**src/rtl/muldiv_pkg.sv**
```systemverilog
// Shared encodings, states and the per-operation context for the multiply/divide unit.
package muldiv_pkg;

  localparam int unsigned XLEN   = 32;
  localparam int unsigned ITER_N = 32;
  localparam int unsigned CNT_W  = $clog2(ITER_N);

  typedef enum logic [2:0] {
    OP_NOP   = 3'd0,
    OP_MULT  = 3'd1,
    OP_MULTU = 3'd2,
    OP_DIV   = 3'd3,
    OP_DIVU  = 3'd4,
    OP_MTHI  = 3'd5,
    OP_MTLO  = 3'd6
  } op_e;

  typedef enum logic [2:0] {
    ST_IDLE   = 3'd0,
    ST_MUL_IT = 3'd1,
    ST_DIV_IT = 3'd2,
    ST_FIX    = 3'd3,
    ST_DONE   = 3'd4
  } state_e;

  // Captured at acceptance: what FIX needs to turn magnitudes into HI/LO.
  typedef struct packed {
    logic            is_div;
    logic            div_zero;
    logic            neg_lo;   // product or quotient is negative
    logic            neg_hi;   // remainder is negative
    logic [XLEN-1:0] a;        // raw dividend, returned in HI on divide-by-zero
  } ctx_t;

endpackage

```
**src/rtl/muldiv_ctrl_if.sv**
```systemverilog
// Request/response bundle between the CPU pipeline and the multiply/divide controller.
interface muldiv_ctrl_if
  import muldiv_pkg::*;
#(
  parameter int unsigned WIDTH = 32
);
  logic             req_valid;
  logic             req_ready;
  op_e              req_op;
  logic [WIDTH-1:0] req_a;
  logic [WIDTH-1:0] req_b;
  logic             cancel;
  logic             busy;
  logic             done;
  logic [WIDTH-1:0] hi;
  logic [WIDTH-1:0] lo;

  modport master (
    output req_valid, req_op, req_a, req_b, cancel,
    input  req_ready, busy, done, hi, lo
  );

  modport slave (
    input  req_valid, req_op, req_a, req_b, cancel,
    output req_ready, busy, done, hi, lo
  );
endinterface

```
**src/rtl/muldiv_iter.sv**
```systemverilog
// Iterative datapath: shift-add multiply and restoring divide on a 64-bit accumulator.
module muldiv_iter
  import muldiv_pkg::*;
#(
  parameter int unsigned WIDTH = 32
) (
  input  logic               clk,
  input  logic               rst,
  input  logic               load,
  input  logic [2*WIDTH-1:0] load_acc,
  input  logic [WIDTH-1:0]   load_opnd,
  input  logic               step,
  input  logic               is_div,
  output logic [2*WIDTH-1:0] acc
);

  localparam int unsigned DW = 2 * WIDTH;

  logic [DW-1:0]    acc_q, acc_step;
  logic [WIDTH-1:0] opnd_q;
  logic [WIDTH:0]   mul_sum, div_shift, div_trial;

  // One iteration: multiply adds into the upper half and shifts right,
  // divide shifts left and keeps the trial subtraction when it does not borrow.
  always_comb begin
    mul_sum   = {1'b0, acc_q[DW-1:WIDTH]} + {1'b0, opnd_q};
    div_shift = acc_q[DW-1:WIDTH-1];
    div_trial = div_shift - {1'b0, opnd_q};
    acc_step  = acc_q;
    if (is_div) begin
      if (!div_trial[WIDTH]) acc_step = {div_trial[WIDTH-1:0], acc_q[WIDTH-2:0], 1'b1};
      else                   acc_step = {acc_q[DW-2:0], 1'b0};
    end else begin
      if (acc_q[0]) acc_step = {mul_sum, acc_q[WIDTH-1:1]};
      else          acc_step = {1'b0, acc_q[DW-1:1]};
    end
  end

  always_ff @(posedge clk or negedge rst) begin
    if (!rst) begin
      acc_q  <= '0;
      opnd_q <= '0;
    end else if (load) begin
      acc_q  <= load_acc;
      opnd_q <= load_opnd;
    end else if (step) begin
      acc_q  <= acc_step;
    end
  end

  assign acc = acc_q;

endmodule

```
**src/rtl/muldiv_ctrl.sv**
```systemverilog
// MIPS-style HI/LO multiply/divide controller: FSM, iteration counter, sign fix-up, HI/LO.
// Optional MULDIV_FAST_MUL_EN: single-cycle multiply (IDLE -> FIX); divide stays iterative.
module muldiv_ctrl
  import muldiv_pkg::*;
#(
  parameter int unsigned WIDTH = 32
) (
  input  logic          clk,
  input  logic          rst,
  muldiv_ctrl_if.slave  bus
);

  localparam int unsigned DW = 2 * WIDTH;

  state_e           state_q, state_d;
  logic [CNT_W-1:0] cnt_q, cnt_d;
  logic [WIDTH-1:0] hi_q, hi_d, lo_q, lo_d;
  logic             done_q, done_d;
  ctx_t             ctx_q, ctx_d;

  logic             it_load, it_step;
  logic [DW-1:0]    it_load_acc, it_acc, prod;
  logic [WIDTH-1:0] it_load_opnd;
  logic             op_signed, a_neg, b_neg;
  logic [WIDTH-1:0] mag_a, mag_b;

  // Magnitudes of the request on the bus, and the signed product seen by FIX.
  always_comb begin
    op_signed = (bus.req_op == OP_MULT) || (bus.req_op == OP_DIV);
    a_neg     = op_signed && bus.req_a[WIDTH-1];
    b_neg     = op_signed && bus.req_b[WIDTH-1];
    mag_a     = a_neg ? -bus.req_a : bus.req_a;
    mag_b     = b_neg ? -bus.req_b : bus.req_b;
    prod      = ctx_q.neg_lo ? -it_acc : it_acc;
  end

  muldiv_iter #(.WIDTH(WIDTH)) u_iter (
    .clk       (clk),
    .rst       (rst),
    .load      (it_load),
    .load_acc  (it_load_acc),
    .load_opnd (it_load_opnd),
    .step      (it_step),
    .is_div    (state_q == ST_DIV_IT),
    .acc       (it_acc)
  );

  // Next-state, counter, HI/LO and datapath control.
  always_comb begin
    state_d      = state_q;
    cnt_d        = cnt_q;
    hi_d         = hi_q;
    lo_d         = lo_q;
    done_d       = 1'b0;
    ctx_d        = ctx_q;
    it_load      = 1'b0;
    it_step      = 1'b0;
    it_load_acc  = '0;
    it_load_opnd = '0;

    if (bus.cancel) begin
      state_d = ST_IDLE;
      cnt_d   = '0;
    end else begin
      case (state_q)
        ST_IDLE: begin
          if (bus.req_valid) begin
            case (bus.req_op)
              OP_MULT, OP_MULTU: begin
                ctx_d   = '{is_div: 1'b0, div_zero: 1'b0, neg_lo: a_neg ^ b_neg,
                            neg_hi: a_neg, a: bus.req_a};
                it_load = 1'b1;
`ifdef MULDIV_FAST_MUL_EN
                it_load_acc = DW'(mag_a) * DW'(mag_b);
                state_d     = ST_FIX;
`else
                it_load_acc  = {{WIDTH{1'b0}}, mag_b};
                it_load_opnd = mag_a;
                cnt_d        = CNT_W'(ITER_N - 1);
                state_d      = ST_MUL_IT;
`endif
              end
              OP_DIV, OP_DIVU: begin
                ctx_d        = '{is_div: 1'b1, div_zero: (bus.req_b == '0),
                                 neg_lo: a_neg ^ b_neg, neg_hi: a_neg, a: bus.req_a};
                it_load      = 1'b1;
                it_load_acc  = {{WIDTH{1'b0}}, mag_a};
                it_load_opnd = mag_b;
                cnt_d        = CNT_W'(ITER_N - 1);
                state_d      = ST_DIV_IT;
              end
              OP_MTHI: begin
                hi_d   = bus.req_a;
                done_d = 1'b1;
              end
              OP_MTLO: begin
                lo_d   = bus.req_a;
                done_d = 1'b1;
              end
              default: ;
            endcase
          end
        end
        ST_MUL_IT, ST_DIV_IT: begin
          it_step = 1'b1;
          if (cnt_q == '0) state_d = ST_FIX;
          else             cnt_d   = cnt_q - CNT_W'(1);
        end
        ST_FIX: begin
          if (!ctx_q.is_div) begin
            hi_d = prod[DW-1:WIDTH];
            lo_d = prod[WIDTH-1:0];
          end else if (ctx_q.div_zero) begin
            hi_d = ctx_q.a;
            lo_d = '1;
          end else begin
            hi_d = ctx_q.neg_hi ? -it_acc[DW-1:WIDTH] : it_acc[DW-1:WIDTH];
            lo_d = ctx_q.neg_lo ? -it_acc[WIDTH-1:0]  : it_acc[WIDTH-1:0];
          end
          done_d  = 1'b1;
          state_d = ST_DONE;
        end
        ST_DONE: state_d = ST_IDLE;
        default: state_d = ST_IDLE;
      endcase
    end
  end

  always_ff @(posedge clk or negedge rst) begin
    if (!rst) begin
      state_q <= ST_IDLE;
      cnt_q   <= '0;
      hi_q    <= '0;
      lo_q    <= '0;
      done_q  <= 1'b0;
      ctx_q   <= '0;
    end else begin
      state_q <= state_d;
      cnt_q   <= cnt_d;
      hi_q    <= hi_d;
      lo_q    <= lo_d;
      done_q  <= done_d;
      ctx_q   <= ctx_d;
    end
  end

  assign bus.req_ready = (state_q == ST_IDLE);
  assign bus.busy      = (state_q != ST_IDLE);
  assign bus.done      = done_q;
  assign bus.hi        = hi_q;
  assign bus.lo        = lo_q;

endmodule

```
**src/flat_wrapper.sv**
```systemverilog
// flat-port wrapper written by rule: the top's interface ports become plain ports
module muldiv_ctrl_flat import muldiv_pkg::*;
#(
  parameter int unsigned WIDTH = 32
)
  (clk, rst, bus_req_valid, bus_req_op, bus_req_a, bus_req_b, bus_cancel, bus_req_ready, bus_busy, bus_done, bus_hi, bus_lo);
  muldiv_ctrl_if #(.WIDTH(WIDTH)) bus_i ();
  input  logic clk;
  input  logic rst;
  input wire logic [$bits(bus_i.req_valid)-1:0] bus_req_valid;
  input wire logic [$bits(bus_i.req_op)-1:0] bus_req_op;
  input wire logic [$bits(bus_i.req_a)-1:0] bus_req_a;
  input wire logic [$bits(bus_i.req_b)-1:0] bus_req_b;
  input wire logic [$bits(bus_i.cancel)-1:0] bus_cancel;
  output wire logic [$bits(bus_i.req_ready)-1:0] bus_req_ready;
  output wire logic [$bits(bus_i.busy)-1:0] bus_busy;
  output wire logic [$bits(bus_i.done)-1:0] bus_done;
  output wire logic [$bits(bus_i.hi)-1:0] bus_hi;
  output wire logic [$bits(bus_i.lo)-1:0] bus_lo;
  assign bus_i.req_valid = bus_req_valid;
  assign bus_i.req_op = bus_req_op;
  assign bus_i.req_a = bus_req_a;
  assign bus_i.req_b = bus_req_b;
  assign bus_i.cancel = bus_cancel;
  assign bus_req_ready = bus_i.req_ready;
  assign bus_busy = bus_i.busy;
  assign bus_done = bus_i.done;
  assign bus_hi = bus_i.hi;
  assign bus_lo = bus_i.lo;
  muldiv_ctrl #(.WIDTH(WIDTH)) u_core (.clk(clk), .rst(rst), .bus(bus_i));
endmodule
```
**config.mk**
```make
export PLATFORM = sky130hd
export DESIGN_NAME = muldiv_ctrl_flat
export DESIGN_NICKNAME = d
export VERILOG_FILES = /design/src/rtl/muldiv_pkg.sv /design/src/rtl/muldiv_ctrl_if.sv /design/src/rtl/muldiv_iter.sv /design/src/rtl/muldiv_ctrl.sv /design/src/flat_wrapper.sv
export SDC_FILE = /design/constraint.sdc
export NUM_CORES = 1
export LEC_CHECK = 0
export BUFFER_PORTS_ARGS = -buffer_cell sky130_fd_sc_hd__buf_2
export CORE_ASPECT_RATIO = 0.7
export CORE_UTILIZATION = 50
export CTS_CLUSTER_DIAMETER = 200
export DETAILED_ROUTE_END_ITERATION = 12
export PLACE_DENSITY = 0.68
export SETUP_SLACK_MARGIN = 0.05
export SYNTH_ARGS = -nofsm -noshare
export SYNTH_HDL_FRONTEND = slang
export SYNTH_SLANG_ARGS = --single-unit
```
**constraint.sdc**
```tcl
create_clock -name clk -period 4.75 [get_ports clk]
set_input_delay 0.95 -clock clk [delete_from_list [all_inputs] [get_ports clk]]
set_output_delay 0.95 -clock clk [all_outputs]
set_load 0.03 [all_outputs]
```
==> run metrics, run 1 <==
status=completed; post-synthesis register bit count=205; TritonCTS Buffers=24; number of post-CTS setup repair buffers=0; area delta synth->final=11.7%; commonest non-fill, non-tap cell in the layout=nand2_1; # Max-Cap Violations=0; Die X=224 um; Initial Utilization=51.1%; Pleak=8.30 nW; H-Tree Depth=1; Power Density=764 nW/um2; Worst EP arrival=4.83 ns; initial antenna violation count=2; most frequent cells in the layout=nand2_1, o21ai_0, dfrtp_1; Setup WS pre-CTS=0.594 ns; Slew headroom=18.1%; Post-route DRC=0; Worst Clk Skew=0.0132 ns; # nets final=2453; Synth Flop Type=dfrtp_1; Port Buffers=137; setup ws final=0.351 ns; core area=33700 um2; Post-Synthesis Cells=2264; VDD IR max=0.000451 V; worst-margin pin slew=1.22 ns; antenna viol nets, final=0; Die Y=157 um; post-DR vias/cell=6.43; netlist area before placement=17200 um2; largest net degree at the start of global routing=98; Die ar.=35200 um2; sequential share of the synthesized area=29.8%; num rows=56; synth unique cells=83; R2R setup slack=0.35 ns; Initial DRT Pass Iterations=6; number of global-route vias before repair=16200; post-detail-place hpwl=50700 um; final max-slew violation count=0; Bufs on Longest Clock Path=3; final hold violations=0; share of cells above drive strength 1=12.0%; Setup violations, final=0; GPL Wtd Cong=1.02; Total Routed Length=68500 um; startpoint types=register; CTS tree=yes; Synth Area per Inst=7.60 um2; # IOs=138; Crit Path Category=reg2reg; async set-reset flop share out of synthesis=100%; RSZ-0062 raised after global routing=no; period utilization=92.6%; global route total overflow=0; FMAX=227 MHz; post-CTS resize count=0; first-pass GRT wire length=102000 um; Post-synth EDFFs=0; wire length per cell after detailed routing=24.6 um; n_diodes=0; root buffer cell=clkbuf_16; hold_buf cts=0; Synth warnings=0; worst skew pair latency=0.55 ns; via count=17900; hold crit path type=in2async; drt first-iter violations=2352; CP max FO=10; clock-pin slew on the worst setup and hold paths=0.06 ns; Final min period=4.40 ns; Net Count, Synth=2407; Post-Route Setup TNS=0 ns; GRT Total Usage=38.5%; kind of end point of the critical path=register; required time worst endpoint=5.18 ns; clock sinks=205; Power Total=14.7 mW
final cells by class:
type                            instances  area, um2
Clock buffer                           31        698
Clock inverter                         10        200
Fill cell                            3150      14500
Inverter                               61        229
Multi-Input combinational cell       1816      11200
Sequential cell                       205       5130
Tap cell                              464        581
Timing Repair Buffer                  202       1200
through the flow:
step | hold WS [ns] | std cells | area, um2 | util (%)
2_1_floorplan | 0.440 | 2264 | 17200 | -
3_3_place_gp | 0.458 | 2748 | 18300 | 54.4
3_5_place_dp | 0.461 | 2748 | 18300 | 54.4
4_1_cts | 0.475 | 2789 | 19200 | 57.1
5_1_grt | 0.488 | 2789 | 19200 | 57.1
6_report | 0.457 | 2789 | 19200 | 57.1
cell families (layout without fill, tap and decap cells):
kind of cell | count (synthesis) | in the layout | synth area share [%]
compound gates | 778 | 778 | 28.0
simple gates | 720 | 720 | 18.6
flops | 205 | 205 | 29.8
xor+xnor | 209 | 209 | 10.6
buf+inv | 243 | 304 | 5.46
mux | 37 | 37 | 2.17
fa+ha+maj | 72 | 72 | 5.32
critical path, cell delays in order (launching register included):
cell      delay (ns)
dfrtp_1         0.62
ha_1            0.32
inv_1           0.07
fa_1            0.42
nand2b_1        0.19
a21oi_1         0.24
o211ai_1        0.15
a31oi_1         0.61
a2111o_1        0.41
a311oi_1        0.22
o31ai_1         0.51
xnor2_1         0.19
nand3_1         0.10
a22o_1          0.23
routing by layer:
layer | vias to the layer above | GRT usage [%] | share of wire, %
met2 | 1040 | 53.9 | 40
li1 | 8161 | - | -
met3 | 135 | 11.6 | 12
met5 | - | 2.10 | 0.14
met4 | 2 | 11.7 | 3.2
met1 | 8582 | 55.8 | 44
flip-flops by register name, summed over array words and instances (netlist names):
register,flops
u_core.ctx_q,36
u_core.cnt_q,5
u_core.state_q,3
u_core.bus.done,1
u_core.bus.hi,32
u_core.u_iter.opnd_q,32
u_core.bus.lo,32
u_core.u_iter.acc,64
Yosys cell counts, drive strengths merged, types with 29 or more instances:
library cell	count	area share [%]
nand2	394	8.6
o21ai	225	6.5
dfrtp	205	30
a21oi	202	6.0
clkbuf	163	3.6
xnor2	132	6.7
nor2	124	2.7
xor2	77	3.9
ha	70	5.1
o22ai	68	2.5
inv	61	1.3
a31oi	46	1.7
nor3	42	1.3
mux2i	34	2.0
a21o	32	1.4
nand3	29	0.87
where the power goes:
part | internal [mW] | switching, mW
Clock | 1.35 | 0.831
Sequential | 2.52 | 0.810
Combinational | 3.40 | 5.78
final timing paths:
check,from,end,depth (start not counted)
max in group asynchronous,rst,u_core.u_iter.opnd_q[12]$_DFFE_PN0P_,2
worst max-delay path,u_core.u_iter.acc[32]$_DFFE_PN0P_,u_core.u_iter.acc[61]$_DFFE_PN0P_,13
worst min-delay path,rst,u_core.cnt_q[2]$_DFFE_PN0P_,1
min in group clk,u_core.bus.lo[20]$_DFFE_PN0P_,u_core.bus.lo[20]$_DFFE_PN0P_,2
worst min register to register,u_core.bus.lo[20]$_DFFE_PN0P_,u_core.bus.lo[20]$_DFFE_PN0P_,2
worst max register to register,u_core.u_iter.acc[32]$_DFFE_PN0P_,u_core.u_iter.acc[61]$_DFFE_PN0P_,13
Power figures use the tool's default switching activity.
==> inputs of run 2 (changes only) <==
--- a/config.mk
+++ b/config.mk
@@ -11,6 +11,7 @@
 export CTS_CLUSTER_DIAMETER = 200
 export DETAILED_ROUTE_END_ITERATION = 12
 export PLACE_DENSITY = 0.68
+export REMOVE_ABC_BUFFERS = 1
 export SETUP_SLACK_MARGIN = 0.05
 export SYNTH_ARGS = -nofsm -noshare
 export SYNTH_HDL_FRONTEND = slang
==> run 2 against run 1 <==
- clock skew down 0.00086 ns
- power down 5.3%
- global-route usage down 5.1 points
- cell area down 1.5%
- critical endpoint is now u_core.u_iter.acc[57]$_DFFE_PN0P_
- highest routed layer is now met4
==> run metrics, run 2 (synthesized netlist as in run 1, its figures left out) <==
Worst Clk Skew=0.0124 ns; clock-pin slew on the worst setup and hold paths=0.06 ns; max reg flops=64; initial antenna violation count=0; Post-route DRC=0; sequential power share=25.4%; Total Routed Length=58700 um; startpoint types=register; GRT Total Usage=33.3%; post-CTS resize count=0; Die ar.=35200 um2; # Max-Cap Violations=0; Power Density=735 nW/um2; Clk pwr share=14.0%; kind of end point of the critical path=register; most frequent cells in the layout=nand2_1, o21ai_0, dfrtp_1; hold crit path type=reg2reg; area used by multi-input combinational logic=11200 um2; number of post-CTS setup repair buffers=0; Combinational Power Share=60.7%; Final min period=4.13 ns; Slew headroom=27.3%; RSZ-0062 raised after global routing=no; n_diodes=0; required time worst endpoint=5.17 ns; drt first-iter violations=2057; num rows=56; Setup violations, final=0; VDD IR max=0.000369 V; final max-slew violation count=0; Setup WS pre-CTS=0.648 ns; P_sw=6.97 mW; worst-margin pin slew=1.09 ns; Pleak=8.12 nW; H-Tree Depth=1; fill cell count=3250; largest net degree at the start of global routing=115; post-DR vias/cell=6.35; Bufs on Longest Clock Path=3; Final Util=56.2%; # nets final=2425; Initial Utilization=51.1%; Port Buffers=137; core area=33700 um2; global route total overflow=0; period utilization=86.9%; root buffer cell=clkbuf_16; Switching Fraction=50.1%; Crit Path Category=reg2reg; GPL Wtd Cong=0.971; antenna viol nets, final=0; via count=17500; post-detail-place hpwl=43100 um; status=completed; TritonCTS Buffers=23; setup ws final=0.621 ns; Die X=224 um; first-pass GRT wire length=91800 um; CTS tree=yes; internal power=6.95 mW; worst skew pair latency=0.54 ns; number of global-route vias before repair=16000; Worst EP arrival=4.55 ns; commonest non-fill, non-tap cell in the layout=nand2_1; area delta synth->final=10.0%; clock sinks=205; final hold violations=0; wire length per cell after detailed routing=21.2 um; CP max FO=54; hold_buf cts=0; Initial DRT Pass Iterations=6; # IOs=138; share of cells above drive strength 1=11.0%; Die Y=157 um; FMAX=242 MHz; storage element area=5130 um2
==> run 2: metrics by stage <==
step	setup TNS (ns)	area, um2	hold WS [ns]	std cells	power, mW
floorplan	-0.693	16500	0.440	2082	9.41
global placement	0	18100	0.457	2721	11.6
detailed placement	0	18100	0.462	2721	11.8
CTS	0	18900	0.478	2762	13.8
global route	0	18900	0.495	2762	14.9
finish	0	18900	0.471	2762	13.9
==> run 2: worst paths after layout <==
check,startpoint,end,slack (ns),cells after the start
hold reg to reg,u_core.bus.lo[0]$_DFFE_PN0P_,u_core.bus.lo[0]$_DFFE_PN0P_,0.47,2
min in group asynchronous,rst,u_core.cnt_q[3]$_DFFE_PN0P_,0.51,1
hold / removal,u_core.bus.lo[0]$_DFFE_PN0P_,u_core.bus.lo[0]$_DFFE_PN0P_,0.47,2
setup / recovery,u_core.u_iter.acc[31]$_DFFE_PN0P_,u_core.u_iter.acc[57]$_DFFE_PN0P_,0.62,14
max in group asynchronous,rst,u_core.ctx_q[30]$_DFFE_PN0P_,3.21,2
setup reg to reg,u_core.u_iter.acc[31]$_DFFE_PN0P_,u_core.u_iter.acc[57]$_DFFE_PN0P_,0.62,14
==> run 2: layout make-up <==
type                    instances  share of cell area, %
repair buffers                175                   5.31
clock inverters                 9                  0.634
well taps                     464                   3.07
flip-flops and latches        205                   27.1
inverters                      61                   1.21
multi-input cells            1816                   59.1
clock buffers                  32                   3.59
==> run 2: worst max-delay path: stages, from the launching register on <==
cell	delay, ns
dfrtp_1	0.53
inv_1	0.08
ha_1	0.21
fa_1	0.40
nand2b_1	0.18
a21oi_1	0.20
o21ai_0	0.19
o21ai_0	0.51
a21oi_1	0.27
a21oi_1	0.28
xnor2_2	0.22
buf_12	0.28
mux2_2	0.37
a22oi_1	0.16
o21ai_0	0.10
==> run 2: per-layer routing <==
layer	vias to the layer above	share of wire [%]	track usage, %
met5	-	0	0
met4	0	3.1	11.1
met3	93	8.6	5.00
met2	840	43	50.1
met1	8472	46	48.7
li1	8130	-	-
==> run 2: power groups by stage <==
stage | Clock, mW | Sequential, mW | Combinational [mW]
after floorplan | 0 | 3.84 | 5.57
after global placement | 0 | 3.49 | 8.11
after detailed placement | 0 | 3.52 | 8.26
after CTS | 1.96 | 3.49 | 8.32
after global routing | 2.02 | 3.62 | 9.29
final | 1.94 | 3.53 | 8.45
